===== config.mk =====
export PLATFORM = sky130hd
export DESIGN_NAME = pipe_stage_elastic
export DESIGN_NICKNAME = d
export VERILOG_FILES = /design/src/rtl/pipe_pkg.sv /design/src/rtl/pipe_stage_elastic.sv
export SDC_FILE = /design/constraint.sdc
export NUM_CORES = 1
export LEC_CHECK = 0
export BUFFER_PORTS_ARGS = -buffer_cell sky130_fd_sc_hd__buf_2
export CORE_AREA = 2 2 60 104
export CTS_BUF_LIST = sky130_fd_sc_hd__clkbuf_4 sky130_fd_sc_hd__clkbuf_8
export CTS_CLUSTER_DIAMETER = 80
export DETAILED_ROUTE_END_ITERATION = 10
export DIE_AREA = 0 0 62 106
export GPL_TIMING_DRIVEN = 0
export PLACE_DENSITY_LB_ADDON = 0.3
export SLEW_MARGIN = 40
export SYNTH_ARGS = -nofsm -noshare
export SYNTH_HDL_FRONTEND = slang
export SYNTH_SLANG_ARGS = --single-unit

===== constraint.sdc =====
create_clock -name clk -period 3.55 [get_ports clk]
set_input_delay 0.355 -clock clk [delete_from_list [all_inputs] [get_ports clk]]
set_output_delay 0.355 -clock clk [all_outputs]
set_load 0.02 [all_outputs]

===== src/rtl/pipe_pkg.sv =====
// Shared types for the elastic pipeline-stage register.
// State encoding doubles as the occupancy count.
package pipe_pkg;

    typedef enum logic [1:0] {
        PS_EMPTY = 2'd0,
        PS_ONE   = 2'd1,
        PS_FULL  = 2'd2
    } pipe_state_e;

endpackage


===== src/rtl/pipe_stage_elastic.sv =====
// Elastic pipeline-stage register with valid/ready, flush and bubbles.
// SKID selects a 2-entry skid buffer or a single register.
module pipe_stage_elastic
    import pipe_pkg::*;
#(
    parameter int DATA_W = 32,
    parameter int CTRL_W = 3,
    parameter int SKID   = 1
) (
    input  logic              clk,
    input  logic              rst_n,
    input  logic              flush_i,
    input  logic              in_valid,
    output logic              in_ready,
    input  logic [CTRL_W-1:0] in_ctrl,
    input  logic [DATA_W-1:0] in_data,
    output logic              out_valid,
    input  logic              out_ready,
    output logic [CTRL_W-1:0] out_ctrl,
    output logic [DATA_W-1:0] out_data,
    output logic [1:0]        occupancy
);

    logic accept;
    logic emit;

    assign accept = in_valid && in_ready;
    assign emit   = out_valid && out_ready;

    generate
        if (SKID != 0) begin : g_skid
            pipe_state_e       state_q, state_d;
            logic [CTRL_W-1:0] main_ctrl_q, main_ctrl_d;
            logic [DATA_W-1:0] main_data_q, main_data_d;
            logic [CTRL_W-1:0] skid_ctrl_q, skid_ctrl_d;
            logic [DATA_W-1:0] skid_data_q, skid_data_d;

            always_comb begin
                state_d     = state_q;
                main_ctrl_d = main_ctrl_q;
                main_data_d = main_data_q;
                skid_ctrl_d = skid_ctrl_q;
                skid_data_d = skid_data_q;
                if (flush_i) begin
                    state_d = PS_EMPTY;
                end else begin
                    unique case (state_q)
                        PS_EMPTY: begin
                            if (accept) begin
                                state_d     = PS_ONE;
                                main_ctrl_d = in_ctrl;
                                main_data_d = in_data;
                            end
                        end
                        PS_ONE: begin
                            if (accept && emit) begin
                                main_ctrl_d = in_ctrl;
                                main_data_d = in_data;
                            end else if (accept) begin
                                state_d     = PS_FULL;
                                skid_ctrl_d = in_ctrl;
                                skid_data_d = in_data;
                            end else if (emit) begin
                                state_d = PS_EMPTY;
                            end
                        end
                        PS_FULL: begin
                            if (emit) begin
                                state_d     = PS_ONE;
                                main_ctrl_d = skid_ctrl_q;
                                main_data_d = skid_data_q;
                            end
                        end
                        default: state_d = PS_EMPTY;
                    endcase
                end
            end

            always_ff @(posedge clk or negedge rst_n) begin
                if (!rst_n) begin
                    state_q     <= PS_EMPTY;
                    main_ctrl_q <= '0;
                    main_data_q <= '0;
                    skid_ctrl_q <= '0;
                    skid_data_q <= '0;
                end else begin
                    state_q     <= state_d;
                    main_ctrl_q <= main_ctrl_d;
                    main_data_q <= main_data_d;
                    skid_ctrl_q <= skid_ctrl_d;
                    skid_data_q <= skid_data_d;
                end
            end

            // Ready comes straight off the state flop: no path from out_ready.
            assign in_ready  = (state_q != PS_FULL);
            assign out_valid = (state_q != PS_EMPTY);
            assign out_ctrl  = out_valid ? main_ctrl_q : '0;
            assign out_data  = main_data_q;
            assign occupancy = state_q;
        end else begin : g_reg
            logic              valid_q, valid_d;
            logic [CTRL_W-1:0] ctrl_q, ctrl_d;
            logic [DATA_W-1:0] data_q, data_d;

            always_comb begin
                valid_d = valid_q;
                ctrl_d  = ctrl_q;
                data_d  = data_q;
                if (flush_i) begin
                    valid_d = 1'b0;
                end else if (accept) begin
                    valid_d = 1'b1;
                    ctrl_d  = in_ctrl;
                    data_d  = in_data;
                end else if (emit) begin
                    valid_d = 1'b0;
                end
            end

            always_ff @(posedge clk or negedge rst_n) begin
                if (!rst_n) begin
                    valid_q <= 1'b0;
                    ctrl_q  <= '0;
                    data_q  <= '0;
                end else begin
                    valid_q <= valid_d;
                    ctrl_q  <= ctrl_d;
                    data_q  <= data_d;
                end
            end

            assign in_ready  = !valid_q || out_ready;
            assign out_valid = valid_q;
            assign out_ctrl  = valid_q ? ctrl_q : '0;
            assign out_data  = data_q;
            assign occupancy = {1'b0, valid_q};
        end
    endgenerate

endmodule


==> results of run 1 <==
-- state kept, by name, summed over array words and instances, names as in the netlist --
| signal | cells |
|---|---|
| out_data | 32 |
| g_skid.skid_data_q | 32 |
| g_skid.skid_ctrl_q | 3 |
| g_skid.main_ctrl_q | 3 |
| occupancy | 2 |
-- area by class of cell --
class / instances / area [sq um] / share of cell area [%]
Multi-Input combinational cell: 123 / 1310 / 33.2
Clock inverter: 3 / 17.5 / 0.443
Clock buffer: 12 / 159 / 4.02
Timing Repair Buffer: 80 / 434 / 11.0
Tap cell: 78 / 97.6 / 2.47
Inverter: 2 / 7.51 / 0.190
Buffer: 10 / 124 / 3.13
Sequential cell: 72 / 1800 / 45.6
-- through the flow --
step / std cells / instance area, sq um / power (mW) / hold WS, ns
2_1_floorplan: 207 / 3250 / 1.45 / 0.0594
3_3_place_gp: 363 / 3730 / 1.61 / 0.462
3_5_place_dp: 364 / 3770 / 1.64 / 0.243
4_1_cts: 380 / 3960 / 2.21 / 0.215
5_1_grt: 380 / 3960 / 2.31 / 0.234
6_report: 380 / 3960 / 2.19 / 0.234
-- cell families after synthesis --
family / share of synthesized area [%]
buffers and inverters: 4.05
and+or+nand+nor: 2.74
DFF: 55.5
AOI/OAI and AO/OA: 1.31
muxes: 36.4
-- how the worst max path moves through the flow --
stage	from	end	slack, ns
after CTS	occupancy[1]$_DFFE_PN0P_	g_skid.skid_data_q[12]$_DFFE_PN0P_	1.65
after global placement	out_ready	g_skid.skid_data_q[11]$_DFFE_PN0P_	1.65
after floorplan	occupancy[1]$_DFFE_PN0P_	g_skid.skid_data_q[10]$_DFFE_PN0P_	1.82
after detailed placement	out_ready	g_skid.skid_data_q[12]$_DFFE_PN0P_	1.63
after global routing	occupancy[1]$_DFFE_PN0P_	g_skid.skid_data_q[17]$_DFFE_PN0P_	1.56
final	occupancy[1]$_DFFE_PN0P_	g_skid.skid_data_q[12]$_DFFE_PN0P_	1.70
-- critical path: cells and delay by family (launching register included) --
family / cells / cell delay, ns
multiplexers: 1 / 0.34
flip-flops: 1 / 0.44
buffers and inverters: 1 / 0.23
AND/OR/NAND/NOR: 2 / 0.72
-- cells in the mapped netlist (all sizes together) --
cell / number
nor3b: 1
nor3: 1
nor2b: 5
dfrtp: 72
o22a: 1
mux2: 105
o21a: 1
inv: 2
nand2: 2
nand2b: 1
nand3b: 1
buf: 10
a21oi: 3
nor2: 2
-- power groups by stage --
stage	clock, mW	combinational, mW	sequential, mW
final	0.577	0.504	1.11
after floorplan	0	0.247	1.20
after detailed placement	0	0.511	1.13
after CTS	0.590	0.513	1.11
after global routing	0.629	0.546	1.13
after global placement	0	0.494	1.11
-- cells in the final DEF (no fill, tap or decap) --
cell type	instances
mux2_2	101
buf_2	77
dfrtp_1	72
clkbuf_8	11
buf_6	8
nor2b_1	4
mux2_1	4
buf_8	3
inv_1	2
nor2_1	2
a21oi_1	2
clkinv_2	2
nand3b_1	1
nand2b_1	1
nor2b_2	1
nand2_2	1
a21oi_4	1
nand2_1	1
o21a_1	1
o22a_1	1
nor3b_4	1
nor3_1	1
clkbuf_4	1
clkinvlp_4	1
dlygate4sd3_1	1
buf_16	1
-- per-layer routing --
layer / vias to the layer above / wire, um / global-route usage [%]
met5: - / 0 / 0
met4: 0 / 78 / 8.21
met3: 7 / 250 / 5.35
met2: 53 / 3090 / 32.4
met1: 994 / 2250 / 21.7
li1: 920 / - / -
-- timing repair --
action | CTS | global route
resized for setup | 0 | 0
hold buffers | 1 | 0
hold endpoints to repair | 27 | 0
==> results.md, run 1 <==
- DIE HEIGHT: 106 um
- Reg-to-Reg Start: occupancy[1]$_DFFE_PN0P_
- Worst path slowest cell: nor3b_4
- Power per cell area: between 500 and 600 nW/um^2
- Slew headroom: about 66%
- Initial Utilization: between 50% and 60%
- Sink Count: ~70
- Status: complete, no violations
- Hold Path Class: in2reg
- Clock Latency Late Sink: around 0.34 ns
- RSZ-0062 raised after global routing: false
- Least-Margin Pin Slew: roughly 0.51 ns
- Final setup TNS: 0 ns
- Cell taking the most area after synthesis: dfrtp_1
- WL/cell: between 10 and 15 um
- Gpl congestion: slightly below 0.7
- Largest net degree at the start of global routing: 46
- Mapped Cells: just over 200
- Core Area: slightly below 6000 sq um
- Switching power total: ~0.61 mW
- Reg2Reg Depth: 4
- Final Util: 68.3%
- Nets: 338
- CP Cell Sequence: nor2b_2 -> nor3b_4 -> buf_6 -> mux2_2
- WP data arrival: between 2 and 2.5 ns
- Seq/Total Area, Yosys: between 50% and 60%
- Routed vias/inst: approximately 5.2
- Initial drt markers: 50
- Synth warn: 0
- Vias in the first global route: between 2,000 and 2,500
- Share of layout cells above drive strength 1: between 60% and 70%
- Combinational Power Share: 23.0%
- Pre-CTS setup slack: between 1.5 and 2 ns
- Number of nets with antenna violations after routing: 0
- CTS tree: built
- Critical Path Fanout Max: 10
- R2r setup slk: ~1.7 ns
- Final Cycle Share: 52.3%
- First-pass GRT wire length: around 9300 um
- Hold Path Depth: 2
- Post-CTS Setup Inserts: 0
- I/O pin count: 79
- Max-cap violations: 0
- Reg power frac: roughly half
- Num CTS Buffers: 9
- Final setup fails: 0
- Via count: 1,974
- Die area: 6570 sq um
- Int Pwr: 1.57 mW
- Initial antenna violation count: 0
- Clock network fraction of total power: between 20% and 30%
- Drt total wl: ~5700 um
- Hold_sp: out_ready
- Layout fillers: about 450
- Max IR drop VDD: roughly 330 uV
- Hold EP: occupancy[1]$_DFFE_PN0P_
- Clock skew: 0.00651 ns
- Startpoint Class: flip-flop
- Max Buffers Root-to-Sink: 2
- RR Endpoint: g_skid.skid_data_q[12]$_DFFE_PN0P_
- Syn nets: roughly 250
- Register bit total from synthesis: around 70
- GRT Total Usage: around 19%
- Total gr overflow: 0
- Slew Limit Fails: 0
- Fmax: 0.539 GHz
- CP required: between 3 and 4 ns
- Switching portion of total power: between 20 and 30%
- DP HPWL: roughly 4200 um
- Final worst setup slack: around 1.7 ns
- N_diodes: 0
- I/O Buffers: 78
- Clock-pin slew on the worst setup and hold paths: ~0.07 ns
- CTS Root Cell: clkbuf_8
- Pleak: approximately 1.8 nW
- Area grow syn2layout: 21.8%
- Hold Fails Final Rpt: 0
- WS Path Type: reg2reg
- First drt pass iteration count: 3
- Top cells by area, synth: dfrtp_1 (55%), mux2_2 (35%), buf_6 (2.4%)
- CP endpoint kind: flip-flop
- Row count: 37
- Drc violations: 0
- Die W: roughly 62 um
- H-tree levels: 3
- Max incr delay on CP: roughly 0.50 ns
- Syn Area/Cell: about 16 sq um
- Min cycle time layout: approximately 1.9 ns
- Synth top area share: about 55%
- Netlist cell types: 19
- Post-Syn Area: 3250 sq um
Note: power is estimated with default switching activity, not from simulation.
==> run 2, diff against run 1 <==
CORE_AREA = 2 2 62 107   (was 2 2 60 104)
DIE_AREA = 0 0 64 109   (was 0 0 62 106)
clock period = 1.8 ns   (was 3.55 ns; I/O delays follow)
==> results.md, run 2 (same netlist as run 1, synthesis figures left out) <==
- Status: complete, no violations
- R2r setup slk: 0.12 ns (-1.58 ns)
- CP required: 1.62 ns (-2.15 ns)
- Gpl congestion: 0.700 (+2.6%)
- Reg2Reg Depth: 5 (+1)
- Initial drt markers: 90 (+80%)
- Num CTS Buffers: 9 (unchanged)
- Final setup fails: 0 (unchanged)
- First drt pass iteration count: 4 (+1)
- N_diodes: 0 (unchanged)
- RSZ-0062 raised after global routing: false
- WS Path Type: reg2out
- Clock-pin slew on the worst setup and hold paths: 0.06 ns (about the same)
- Row count: 38 (+2.7%)
- I/O Buffers: 78 (unchanged)
- Clock skew: 0.00648 ns (-0.0000324 ns)
- WL/cell: 14.9 um (+0.22%)
- WP data arrival: 1.50 ns (-0.57 ns)
- I/O pin count: 79 (unchanged)
- Via count: 2,000 (+1.3%)
- Most common cell after layout, fill and taps aside: mux2_2
- CP Cell Sequence: nor2b_1 -> buf_6 -> buf_6 -> inv_1 -> buf_2
- Met1 Wirelength: 2220 um (-1.3%)
- Met3 WL: 361 um (+44%)
- Routed vias/inst: 5.14 (-1.0%)
- Nets: 344 (+1.8%)
- Max IR drop VDD: 731 uV (+120%)
- Worst path slowest cell: dfrtp_1
- Slew headroom: 79.3% (+13 points)
- Hold Path Class: in2reg
- Min cycle time layout: ~1.7 ns
- Die W: 64 um (+3.2%)
- Hold Path Depth: 2 (unchanged)
- Startpoint Class: flip-flop
- Hold_sp: out_ready
- Largest net degree at the start of global routing: 63 (+37%)
- Hold Fails Final Rpt: 0 (unchanged)
- FF/Latch Area: 1800 sq um (about the same)
- Slew Limit Fails: 0 (unchanged)
- Number of nets with antenna violations after routing: 0 (unchanged)
- CTS Root Cell: clkbuf_8
- Drt total wl: 5820 um (+2.6%)
- Die area: 6980 sq um (+6.1%)
- Max-cap violations: 0 (unchanged)
- Total gr overflow: 0 (unchanged)
- Clock Latency Late Sink: 0.34 ns (about the same)
- Critical Path Fanout Max: 10 (unchanged)
- Area grow syn2layout: 25.5%
- DP HPWL: 4210 um (-0.47%)
- Most frequent CP cell: buf_6
- Fmax: between 0.5 and 0.6 GHz
- H-tree levels: 3 (unchanged)
- Least-Margin Pin Slew: 0.311 ns (-0.199 ns)
- Overall Power: 4.56 mW (+110%)
- Core Area: 6130 sq um (+6.0%)
- GRT Total Usage: 19.0% (-0.25 points)
- CTS tree: built
- CP endpoint kind: output pin
- DR WL met2: 3140 um (+1.5%)
- Layout fillers: 468 (+3.3%)
- Pleak: 1.87 nW (+3.4%)
- Hold EP: occupancy[1]$_DFFE_PN0P_
- RR Endpoint: g_skid.skid_data_q[21]$_DFFE_PN0P_
- Power per cell area: 1120 nW/um^2 (+100%)
- Final instance area: 4070 sq um (+3.0%)
- First-pass GRT wire length: 9960 um (+6.8%)
- Share of layout cells above drive strength 1: 70.2% (+1.0 points)
- Drc violations: 0 (unchanged)
- Vias in the first global route: 2,157 (+5.1%)
- Initial antenna violation count: 0 (unchanged)
- Max Buffers Root-to-Sink: 2 (unchanged)
- Initial Utilization: 52.9% (-3.2 points)
- Most frequent cells in the layout: mux2_2 (101), buf_2 (77), dfrtp_1 (71)
- DIE HEIGHT: 109 um (+2.8%)
- Reg-to-Reg Start: occupancy[1]$_DFFE_PN0P_
- Sink Count: 72 (unchanged)
- Max Used Layer: met4
- Area of the multi-input gates: 1310 sq um (unchanged)
- Max incr delay on CP: 0.44 ns (-0.06 ns)
- Final Cycle Share: just over 90%
- Placed cell area: 3770 sq um (about the same)
run 2: what timing repair did:
action,in CTS,in global routing
hold endpoints to repair,72,0
setup endpoints to repair,60,14
gates resized for setup,0,1
pin swaps,1,0
hold buffers,1,0
gates cloned,0,0
buffers inserted,6,0
run 2: how the worst max path moves through the flow:
| stage | start | endpoint | cells after the start |
|---|---|---|---|
| after floorplan | occupancy[1]$_DFFE_PN0P_ | g_skid.skid_data_q[10]$_DFFE_PN0P_ | 4 |
| after global placement | occupancy[1]$_DFFE_PN0P_ | g_skid.skid_data_q[9]$_DFFE_PN0P_ | 4 |
| after CTS | occupancy[1]$_DFFE_PN0P_ | in_ready | 5 |
| after detailed placement | occupancy[1]$_DFFE_PN0P_ | g_skid.skid_data_q[21]$_DFFE_PN0P_ | 4 |
| after global routing | occupancy[0]$_DFFE_PN0P_ | in_ready | 5 |
| final | occupancy[0]$_DFFE_PN0P_ | in_ready | 5 |
run 2: cell type report:
class / count / share of cell area, %
buffer: 10 / 3.04
clock buffer: 14 / 4.58
clock inverter: 2 / 0.860
inverter: 2 / 0.184
multi-input combinational: 123 / 32.2
sequential: 72 / 44.3
tap: 80 / 2.46
timing repair buffer: 86 / 12.4
run 2: critical path: cells and delay by family, from the launching register on:
family	cells	cell delay (ns)
buf+inv	4	0.55
flops	1	0.44
simple gates	1	0.16
run 2: report_power, final:
part	internal (mW)	total (mW)	switching, mW
registers	2.01	2.18	0.175
clock network	0.805	1.37	0.564
logic	0.531	1.01	0.481
run 2: metal layers:
| metal | global-route usage [%] | vias up |
|---|---|---|
| li1 | - | 931 |
| met1 | 20.5 | 1005 |
| met2 | 33.5 | 55 |
| met3 | 6.30 | 9 |
| met4 | 7.92 | 0 |
| met5 | 0 | - |
run 2: metrics by stage:
stage          setup TNS [ns]  worst slack [ns]  hold WS [ns]  util [%]  std cells
4_1_cts                     0            0.0459        0.0292      66.4        389
3_5_place_dp            -2.87            -0.106     0.0000872      61.5        366
2_1_floorplan               0            0.0737        -0.116         -        207
6_report                    0             0.119        0.0530      66.4        389
3_3_place_gp            -1.88           -0.0662         0.398      60.9        365
5_1_grt                     0            0.0163        0.0581      66.4        389
